**src/rtl/timer_seq_pkg.sv**
```systemverilog
// Shared types and constants for the timer sequencer: FSM state encoding,
// delay field width and the prescaler width helper.
package timer_seq_pkg;

  localparam int DELAY_W = 4;

  typedef enum logic [3:0] {
    ST_IDLE,
    ST_S1,
    ST_S11,
    ST_S110,
    ST_SH0,
    ST_SH1,
    ST_SH2,
    ST_SH3,
    ST_COUNT,
    ST_DONE
  } state_e;

  // Bits needed to hold 0..n-1 (n >= 2).
  function automatic int clog2(input int n);
    int w;
    w = 0;
    while ((1 << w) < n) w++;
    return w;
  endfunction

endpackage

```
**src/rtl/unit_tick_gen.sv**
```systemverilog
// Prescaler counting 0..CYCLES-1 while enabled; o_tick marks the last cycle
// of each unit. Synchronous clear restarts the unit from zero.
module unit_tick_gen
  import timer_seq_pkg::*;
#(
  parameter int CYCLES = 1000
) (
  input  logic i_clk,
  input  logic i_reset,
  input  logic i_en,
  input  logic i_clr,
  output logic o_tick
);

  localparam int W = clog2(CYCLES);
  localparam logic [W-1:0] LAST = W'(CYCLES - 1);

  logic [W-1:0] r_cnt;
  logic         w_last;

  assign w_last = (r_cnt == LAST);
  assign o_tick = i_en && w_last;

  // NOTE: sequential state uses non-blocking assignments so every register
  // samples the pre-edge values, independent of statement order.
  always_ff @(posedge i_clk) begin
    if (i_reset || i_clr) begin
      r_cnt <= '0;
    end else if (i_en) begin
      r_cnt <= w_last ? '0 : r_cnt + W'(1);
    end
  end

endmodule

```
**src/rtl/timer_sequencer.sv**
```systemverilog
// Serial 1101 detector, 4-bit delay capture and (delay+1)*CYCLES_PER_UNIT
// timer with done/ack handshake. Optional cancel via TIMER_SEQ_ABORT_EN.
module timer_sequencer
  import timer_seq_pkg::*;
#(
  parameter int CYCLES_PER_UNIT = 1000
) (
  input  logic               i_clk,
  input  logic               i_reset,
  input  logic               i_data,
  input  logic               i_ack,
`ifdef TIMER_SEQ_ABORT_EN
  input  logic               i_abort,
`endif
  output logic               o_counting,
  output logic               o_done,
  output logic [DELAY_W-1:0] o_count
);

  state_e             r_state;
  // Only d3..d1 need storing; d0 goes straight into the count on the last edge.
  logic [DELAY_W-2:0] r_delay;
  logic [DELAY_W-1:0] r_count;
  logic               r_counting;
  logic               r_done;
  logic               w_tick;
  logic               w_abort;

`ifdef TIMER_SEQ_ABORT_EN
  assign w_abort = i_abort;
`else
  assign w_abort = 1'b0;
`endif

  unit_tick_gen #(
    .CYCLES (CYCLES_PER_UNIT)
  ) u_tick (
    .i_clk   (i_clk),
    .i_reset (i_reset),
    .i_en    (r_state == ST_COUNT),
    .i_clr   (r_state == ST_SH3),
    .o_tick  (w_tick)
  );

  always_ff @(posedge i_clk) begin
    if (i_reset) begin
      r_state    <= ST_IDLE;
      r_delay    <= '0;
      r_count    <= '0;
      r_counting <= 1'b0;
      r_done     <= 1'b0;
    end else begin
      case (r_state)
        ST_IDLE: r_state <= i_data ? ST_S1 : ST_IDLE;
        ST_S1:   r_state <= i_data ? ST_S11 : ST_IDLE;
        ST_S11:  r_state <= i_data ? ST_S11 : ST_S110;
        ST_S110: r_state <= i_data ? ST_SH0 : ST_IDLE;
        ST_SH0, ST_SH1, ST_SH2: begin
          if (w_abort) begin
            r_state <= ST_IDLE;
          end else begin
            r_delay <= {r_delay[DELAY_W-3:0], i_data};
            r_state <= (r_state == ST_SH0) ? ST_SH1 :
                       (r_state == ST_SH1) ? ST_SH2 : ST_SH3;
          end
        end
        ST_SH3: begin
          if (w_abort) begin
            r_state <= ST_IDLE;
          end else begin
            r_count    <= {r_delay, i_data};
            r_counting <= 1'b1;
            r_state    <= ST_COUNT;
          end
        end
        ST_COUNT: begin
          if (w_abort) begin
            r_count    <= '0;
            r_counting <= 1'b0;
            r_state    <= ST_IDLE;
          end else if (w_tick) begin
            if (r_count != '0) begin
              r_count <= r_count - DELAY_W'(1);
            end else begin
              r_counting <= 1'b0;
              r_done     <= 1'b1;
              r_state    <= ST_DONE;
            end
          end
        end
        ST_DONE: begin
          if (i_ack) begin
            r_done  <= 1'b0;
            r_state <= ST_IDLE;
          end
        end
        default: r_state <= ST_IDLE;
      endcase
    end
  end

  assign o_counting = r_counting;
  assign o_done     = r_done;
  assign o_count    = r_count;

endmodule
```
**config.mk**
```make
export PLATFORM = sky130hd
export DESIGN_NAME = timer_sequencer
export DESIGN_NICKNAME = d
export VERILOG_FILES = /design/src/rtl/timer_seq_pkg.sv /design/src/rtl/unit_tick_gen.sv /design/src/rtl/timer_sequencer.sv
export SDC_FILE = /design/constraint.sdc
export NUM_CORES = 1
export LEC_CHECK = 0
export ABC_AREA = 1
export CAP_MARGIN = 20
export CORE_UTILIZATION = 45
export CTS_CLUSTER_SIZE = 24
export DETAILED_ROUTE_END_ITERATION = 7
export PLACE_DENSITY = 0.66
export SETUP_SLACK_MARGIN = 0.02
export SYNTH_ARGS = -nofsm -noshare
export SYNTH_HDL_FRONTEND = slang
export SYNTH_HIERARCHICAL = 1
export SYNTH_SLANG_ARGS = --single-unit
```
**constraint.sdc**
```tcl
create_clock -name i_clk -period 1.8 [get_ports i_clk]
set_clock_uncertainty 0.1 [all_clocks]
set_input_delay 0.36 -clock i_clk [delete_from_list [all_inputs] [get_ports i_clk]]
set_output_delay 0.36 -clock i_clk [all_outputs]
set_load 0.05 [all_outputs]
```
==> results of run 1 <==
## area by class of cell
type / count / area (um^2) / area share
multi-input combinational: 142 / 779 / 0.502
sequential: 23 / 463 / 0.298
inverter: 33 / 126 / 0.0813
timing repair buffer: 15 / 120 / 0.0773
tap: 31 / 38.8 / 0.0250
clock buffer: 4 / 26.3 / 0.0169
## what timing repair did
action                     4_1_cts  5_1_grt
resized for setup                0       10
setup buffers                    0        1
hold buffers                     0        0
setup endpoints to repair        0        6
## metal layers
layer  wire (um)  track usage  vias to the layer above
met5           0            0                        -
met4          59        0.108                        0
met3          73       0.0227                        6
met2        1420        0.361                       18
met1        1230        0.234                      565
li1            -            -                      660
## per-stage QoR
step           worst slack [ns]  hold slack (ns)  total power (uW)
3_3_place_gp             0.0998            0.332               597
6_report                  0.143            0.355               833
5_1_grt                  0.0292            0.398               875
4_1_cts                  0.0426            0.360               844
2_1_floorplan            0.0407            0.322               572
3_5_place_dp             0.0703            0.341               599
## power groups by stage
stage	sequential [uW]	clock [uW]	combinational, uW
floorplan	530	0	41.8
global placement	529	0	68.3
detailed placement	529	0	70.1
CTS	518	256	70.3
global route	519	274	82.4
finish	518	243	72.3
## final timing paths
path	startpoint	cells past startpoint	to
min reg2reg	o_done$_SDFFE_PP0P_	2	o_done$_SDFFE_PP0P_
max reg2reg	r_state[2]$_SDFFE_PP0P_	12	o_count[3]$_SDFFE_PP0P_
max	r_state[2]$_SDFFE_PP0P_	12	o_count[3]$_SDFFE_PP0P_
min	o_done$_SDFFE_PP0P_	2	o_done$_SDFFE_PP0P_
## logic make-up after synthesis
logic type      after synthesis  share of synthesized area
mux                           1                    0.00733
xor+xnor                      1                    0.00642
buf+inv                      34                      0.101
simple gates                113                      0.434
flops                        23                      0.337
fa+ha+maj                     2                     0.0183
compound gates               25                     0.0962
## placed cells by master, fill, tap and decap left out
cell type,count
nand2_1,43
inv_1,29
nor2_1,22
dfxtp_1,21
nand3_1,16
buf_4,12
nor2_2,10
o21ai_0,9
a21oi_1,9
nand2_2,7
o21ai_1,5
nor2_4,4
inv_2,3
nand2_4,3
nor3_1,3
clkbuf_4,3
clkdlybuf4s50_1,3
dfxtp_2,2
nor2_8,1
nand3_2,1
nand3b_1,1
a21oi_2,1
ha_1,1
clkbuf_1,1
nand3b_4,1
nand2_8,1
inv_4,1
o211ai_1,1
mux2i_1,1
xnor2_1,1
ha_2,1
## worst min-delay path, delay by kind of cell (launching register included)
kind | cells | cell delay (ns)
buffers and inverters | 1 | 0.05
DFF | 1 | 0.33
AOI/OAI and AO/OA | 1 | 0.05
## Yosys cell counts
library cell	n	area [um^2]
nand2_1	43	161
inv_1	31	116
dfxtp_1	23	460
nor2_1	22	82.6
nand3_1	16	80.1
o21ai_0	12	60.1
nor2_2	10	62.6
a21oi_1	9	45.0
nand2_2	9	56.3
nor2_4	4	45.0
nor3_1	3	15.0
ha_1	2	25.0
o21ai_1	2	10.0
a21oi_2	1	8.76
buf_6	1	11.3
inv_2	1	3.75
inv_4	1	6.26
mux2i_1	1	10.0
nand2_4	1	11.3
nand2_8	1	20.0
nand3_2	1	10.0
nand3b_1	1	7.51
nand3b_4	1	20.0
nor2_8	1	20.0
o211ai_1	1	7.51
xnor2_1	1	8.76
## registers in the layout, summed over array words and instances (netlist names)
register and flops:
u_tick/r_cnt 10, o_done 1, o_count 4, o_counting 1, r_state 4, r_delay 3
==> impl_metrics.yaml, run 1 <==
finish:
  utilization: 0.554
  antenna_cells: 0
  drive_above_1_share: 0.235
  final_nets: 224
  layout.cells.non_filler: 248
  fill_cells: 267
  syn_to_final_growth_pct: 13.8
  stdcell_area_mm2: 0.00155
die:
  dieArea_mm2: 0.00326
  ios: 10
  num_rows: 19
  die_w_um: 57.1
  core_mm2: 0.00281
  die_h_um: 57.1
  start_util: 0.487
grt:
  grt_pass1_vias: 1273
  grt_pass1_wl_um: 5130
  track_usage: 0.201
  grt_antenna_before_repair: 0
  grt_max_degree: 15
  grt-ovfl-total: 0
clocking:
  clock-sinks: 23
  ctsRootBufferMaster: "clkbuf_4"
  cts_tree: "yes"
  h-tree-depth: 1
  cts.path.max_buffers: 2
  clk_latency_ns: 0.31
  clk_pin_slew_worst_paths_ns: 0.13
  numCtsBuffers: 3
worst_setup_path:
  critPathTopFamily: "simple AND/OR/NAND/NOR gates"
  crit_type: "reg -> reg"
  critPathArrivalTime_ns: 1.81
  critPathBufInv: 4
  slowest_delay_ns: 0.35
  r2r_slack_ns: 0.14
  worstPathRequired_ns: 1.96
  crit_fanout: 3
  startpoint_type: "flip-flop"
  crit_path_frequent_cell: "inv_1"
  path_cells: "inv_2 -> nand2_4 -> nor2_8 -> nand3_1 -> nand3b_4 -> inv_1 -> inv_1 -> nand2_2 -> inv_1 -> nor2_4 -> nand2_1 -> a21oi_2"
  endpoint_kind: "flip-flop"
  slowest_stage: "dfxtp_1"
routing:
  via_per_inst: 5.04
  routed_wl_um: 2790
  drt_iter0_markers: 36
  vias: 1249
  postRouteAntennaNets: 0
  first_pass_iters: 4
  drc_errors: 0
  wire_per_inst_um: 11.2
placement:
  gp_congestion: 0.908
  port_buffers: 9
  place_area_mm2: 0.00151
  dp_cells: 243
  dp_hpwl_um: 2210
power:
  pwr-share-clk: 0.292
  ir_drop_v: 0.000380
  p_sw_frac: 0.247
  leakage_uw: 0.000680
  pwr-share-seq: 0.622
  p_comb_frac: 0.087
  switching_power_uw: 206
  p_int_uw: 628
  p_per_area_mw_per_mm2: 536
sta:
  grt_setup_unrepaired: "false"
  min_period_ns: 1.66
  slew_headroom: 0.840
  tightest_slew_ns: 0.239
  setup_viol: 0
  hold_violations: 0
  report.final.slew_viol_count: 0
  finalCritPeriodShare: 0.920
  finalSetupTns_ns: 0
  max_freq_mhz: 604
synth:
  yosys_warnings: 6
  syn_nets: 205
  ys_seq_area_frac: 0.337
  post_synth.cell_area_avg_um2: 6.86
  synth_cell_types: 26
  synth_seq_cells: 23
  netlist_area_mm2: 0.00137
  syn_inst: 199
flow_run:
  cap_violations: 0
hold_path:
  hold_path.class: "reg -> reg"
run_status:
  outcome: "complete, no violations"
Note: power is estimated with default switching activity, not from simulation.
==> run 2, diff against run 1 <==
CORE_UTILIZATION = 27   (was 45)
PLACE_DENSITY = default   (was 0.66)
==> impl_metrics.yaml, run 2 (same netlist as run 1, synthesis figures left out) <==
grt:
  grt_antenna_before_repair: 0
  grt_pass1_wl_um: 4820
  grt_max_degree: 15
  grt_pass1_vias: 1157
  track_usage: 0.115
  grt-ovfl-total: 0
sta:
  min_period_ns: 1.65
  holdWs_ns: 0.366
  setup_slack_ns: 0.149
  hold_violations: 0
  grt_setup_unrepaired: "false"
  max_freq_mhz: 606
  report.final.slew_viol_count: 0
  finalSetupTns_ns: 0
  tightest_slew_ns: 0.233
  setup_viol: 0
  finalCritPeriodShare: 0.917
  slew_headroom: 0.844
worst_setup_path:
  crit_fanout: 5
  worstPathRequired_ns: 1.91
  crit_type: "reg -> reg"
  endpoint_kind: "flip-flop"
  critPathArrivalTime_ns: 1.76
  startpoint_type: "flip-flop"
routing:
  drc_errors: 0
  via_per_inst: 4.34
  routed_wl_um: 2760
  first_pass_iters: 4
  postRouteAntennaNets: 0
  drt_iter0_markers: 37
  wire_per_inst_um: 9.79
  vias: 1224
clocking:
  ctsHoldBuffers: 0
  clk_pin_slew_worst_paths_ns: 0.08
  cts.path.max_buffers: 2
  clock-sinks: 23
  cts_tree: "yes"
  numCtsBuffers: 3
  cts_setup_buffers: 0
  h-tree-depth: 1
  ctsRootBufferMaster: "clkbuf_8"
  clk_latency_ns: 0.26
run_status:
  outcome: "complete, no violations"
finish:
  final_nets: 222
  layout.cells.non_filler: 282
  antenna_cells: 0
  stdcell_area_mm2: 0.00161
  drive_above_1_share: 0.233
  largest_register: "u_tick/r_cnt"
  syn_to_final_growth_pct: 18.2
  largest_register_ffs: 10
  mostFrequentLayoutCells: "nand2_1 (43), inv_1 (29), nor2_1 (22)"
  final_common_cell: "nand2_1"
flow_run:
  cap_violations: 0
die:
  start_util: 0.285
  dieArea_mm2: 0.00534
  core_mm2: 0.00479
  ios: 10
  die_h_um: 73.1
  die_w_um: 73.1
  num_rows: 25
placement:
  dp_hpwl_um: 2180
  port_buffers: 9
  place_ws_ns: 0.0765
  dp_cells: 278
  place_area_mm2: 0.00154
  gp_congestion: 0.781
power:
  p_per_area_mw_per_mm2: 570
  ir_drop_v: 0.000504
  leakage_uw: 0.000678
hold_path:
  hold_path.class: "reg -> reg"
-- run 2: what timing repair did --
item                                    4_1_cts  5_1_grt
gates resized for setup                       0       12
hold endpoints to repair                      0        0
endpoints found under the setup margin        0        6
-- run 2: layout make-up --
cell class                 count  area (um^2)
multi-input combinational    142          790
clock buffer                   4         45.0
inverter                      33          126
fill                         515         3170
sequential                    23          464
timing repair buffer          13          105
tap                           67         83.8
-- run 2: path summary, 6_finish.rpt --
path | startpoint | end | slack (ns) | cells after the start
min reg2reg | o_done$_SDFFE_PP0P_ | o_done$_SDFFE_PP0P_ | 0.37 | 2
min | o_done$_SDFFE_PP0P_ | o_done$_SDFFE_PP0P_ | 0.37 | 2
max | r_state[0]$_SDFFE_PP0P_ | o_count[3]$_SDFFE_PP0P_ | 0.15 | 12
max reg2reg | r_state[0]$_SDFFE_PP0P_ | o_count[3]$_SDFFE_PP0P_ | 0.15 | 12
-- run 2: routing by layer --
metal	global-route usage	routed length, um
met5	0	0
met4	0.0174	9
met3	0.0331	83
met2	0.202	1350
met1	0.141	1320
-- run 2: power breakdown --
group / switching [uW] / leakage, uW / internal (uW)
Clock: 173 / 0.0000228 / 158
Sequential: 5.43 / 0.000187 / 514
Combinational: 44.2 / 0.000468 / 24.1
-- run 2: stage by stage --
step / total power, uW / utilization
after floorplan: 572 / -
after global placement: 595 / 0.322
after detailed placement: 596 / 0.322
after CTS: 931 / 0.332
after global routing: 961 / 0.337
final: 920 / 0.337
-- run 2: critical path: stages (launching register included) --
cell and delay, ns:
dfxtp_2 0.35, inv_1 0.11, nand2_4 0.09, nor2_8 0.08, nand3_1 0.07, nand3b_4 0.19, inv_1 0.08, inv_1 0.06
nand2_2 0.08, inv_1 0.07, nor2_4 0.13, nand2_1 0.07, a21oi_2 0.10
==> run 3, diff against run 2 <==
CTS_BUF_LIST = sky130_fd_sc_hd__clkbuf_4 sky130_fd_sc_hd__clkbuf_8   (was default)
clock period = 1.6 ns   (was 1.8 ns; I/O delays follow)
==> impl_metrics.yaml, run 3 (same netlist as run 1, synthesis figures left out) <==
run_status:
  outcome: "complete, no violations"
power:
  ir_drop_v: 0.000641
  pwr-share-seq: 0.552
  switching_power_uw: 253
  p_comb_frac: 0.079
  p_int_uw: 805
  p_per_area_mw_per_mm2: 587
  pwr-share-clk: 0.369
  p_sw_frac: 0.239
  leakage_uw: 0.000753
sta:
  max_freq_mhz: 662
  report.final.slew_viol_count: 0
  slew_headroom: 0.813
  grt_setup_unrepaired: "true"
  setup_slack_ns: 0.0892
  hold_violations: 0
  setup_viol: 0
  tightest_slew_ns: 0.281
  min_period_ns: 1.51
  finalCritPeriodShare: 0.944
die:
  dieArea_mm2: 0.00534
  ios: 10
  num_rows: 25
  start_util: 0.285
  die_w_um: 73.1
  core_mm2: 0.00479
  die_h_um: 73.1
worst_setup_path:
  crit_fanout: 5
  worstPathRequired_ns: 1.66
  critPathArrivalTime_ns: 1.57
  crit_type: "reg -> reg"
  endpoint_kind: "flip-flop"
  startpoint_type: "flip-flop"
routing:
  routed_wl_um: 2900
  drt_iter0_markers: 25
  via_per_inst: 4.20
  wire_per_inst_um: 9.94
  drc_errors: 0
  postRouteAntennaNets: 0
  first_pass_iters: 4
  vias: 1227
finish:
  largest_register_ffs: 10
  drive_above_1_share: 0.329
  multi_input_area_um2: 812
  mostFrequentLayoutCells: "nand2_1 (42), inv_1 (25), nor2_1 (22)"
  seq_area_um2: 469
  layout.cells.non_filler: 292
  syn_to_final_growth_pct: 32.1
  final_nets: 232
  antenna_cells: 0
  final_common_cell: "nand2_1"
  fill_cells: 500
  largest_register: "u_tick/r_cnt"
grt:
  grt_pass1_wl_um: 5090
  track_usage: 0.122
  grt-ovfl-total: 0
  grt_pass1_vias: 1177
  grt_antenna_before_repair: 0
  grt_max_degree: 15
clocking:
  cts_tree: "yes"
  ctsHoldBuffers: 0
  cts.path.max_buffers: 2
  numCtsBuffers: 3
  ctsRootBufferMaster: "clkbuf_8"
  clock-sinks: 23
  clk_latency_ns: 0.26
  h-tree-depth: 1
  clk_pin_slew_worst_paths_ns: 0.09
flow_run:
  cap_violations: 0
placement:
  dp_hpwl_um: 2250
  gp_congestion: 0.838
  port_buffers: 9
  place_ws_ns: 0.0205
  dp_cells: 287
hold_path:
  hold_path.class: "reg -> reg"
run 3: cell type report:
type | count | share of cell area
Sequential cell | 23 | 0.260
Multi-Input combinational cell | 142 | 0.450
Clock buffer | 4 | 0.0271
Tap cell | 67 | 0.0465
Timing Repair Buffer | 23 | 0.146
Inverter | 33 | 0.0701
run 3: layer usage:
metal	GRT usage	share of wire	vias to the layer above	routed length (um)
li1	-	-	676	-
met1	0.148	0.49	538	1420
met2	0.217	0.48	11	1400
met3	0.0345	0.022	2	65
met4	0.0153	0.0052	0	15
met5	0	0	-	0
run 3: what timing repair did:
item                       in CTS  in global routing
setup endpoints to repair       3                 11
buffers inserted                0                  1
pin swaps                       0                  6
cloned                          0                  0
resized for setup               1                 11
run 3: stage by stage:
stage | util | total power (uW) | cell area (um^2) | TNS, ns | hold slack, ns
after CTS | 0.367 | 1070 | 1760 | 0 | 0.392
after global placement | 0.356 | 680 | 1700 | 0 | 0.373
after detailed placement | 0.356 | 679 | 1700 | 0 | 0.379
final | 0.377 | 1060 | 1800 | 0 | 0.387
after floorplan | - | 649 | 1380 | -0.227 | 0.282
after global routing | 0.377 | 1110 | 1800 | -0.0644 | 0.422
run 3: final timing paths:
check | start | to | slack [ns] | depth (start not counted)
hold reg to reg | o_done$_SDFFE_PP0P_ | o_done$_SDFFE_PP0P_ | 0.39 | 2
setup reg to reg | r_state[2]$_SDFFE_PP0P_ | o_count[0]$_SDFFE_PP0P_ | 0.09 | 11
setup / recovery | r_state[2]$_SDFFE_PP0P_ | o_count[0]$_SDFFE_PP0P_ | 0.09 | 11
hold / removal | o_done$_SDFFE_PP0P_ | o_done$_SDFFE_PP0P_ | 0.39 | 2
run 3: critical path, cell delays in order (launching register included):
cell      delay [ns]
dfxtp_2         0.34
inv_2           0.08
nand2_4         0.08
nor2_8          0.13
nand3_2         0.06
nand3b_4        0.16
inv_2           0.06
inv_2           0.04
nand2_4         0.08
nand3_4         0.10
o21ai_2         0.13
nor2_1          0.06
run 3: power by group through the flow:
stage / sequential, uW / clock [uW] / combinational (uW)
after CTS: 584 / 406 / 82.6
after global placement: 597 / 0 / 82.6
after floorplan: 598 / 0 / 50.7
after global routing: 585 / 429 / 93.5
final: 584 / 391 / 83.6
after detailed placement: 597 / 0 / 82.0
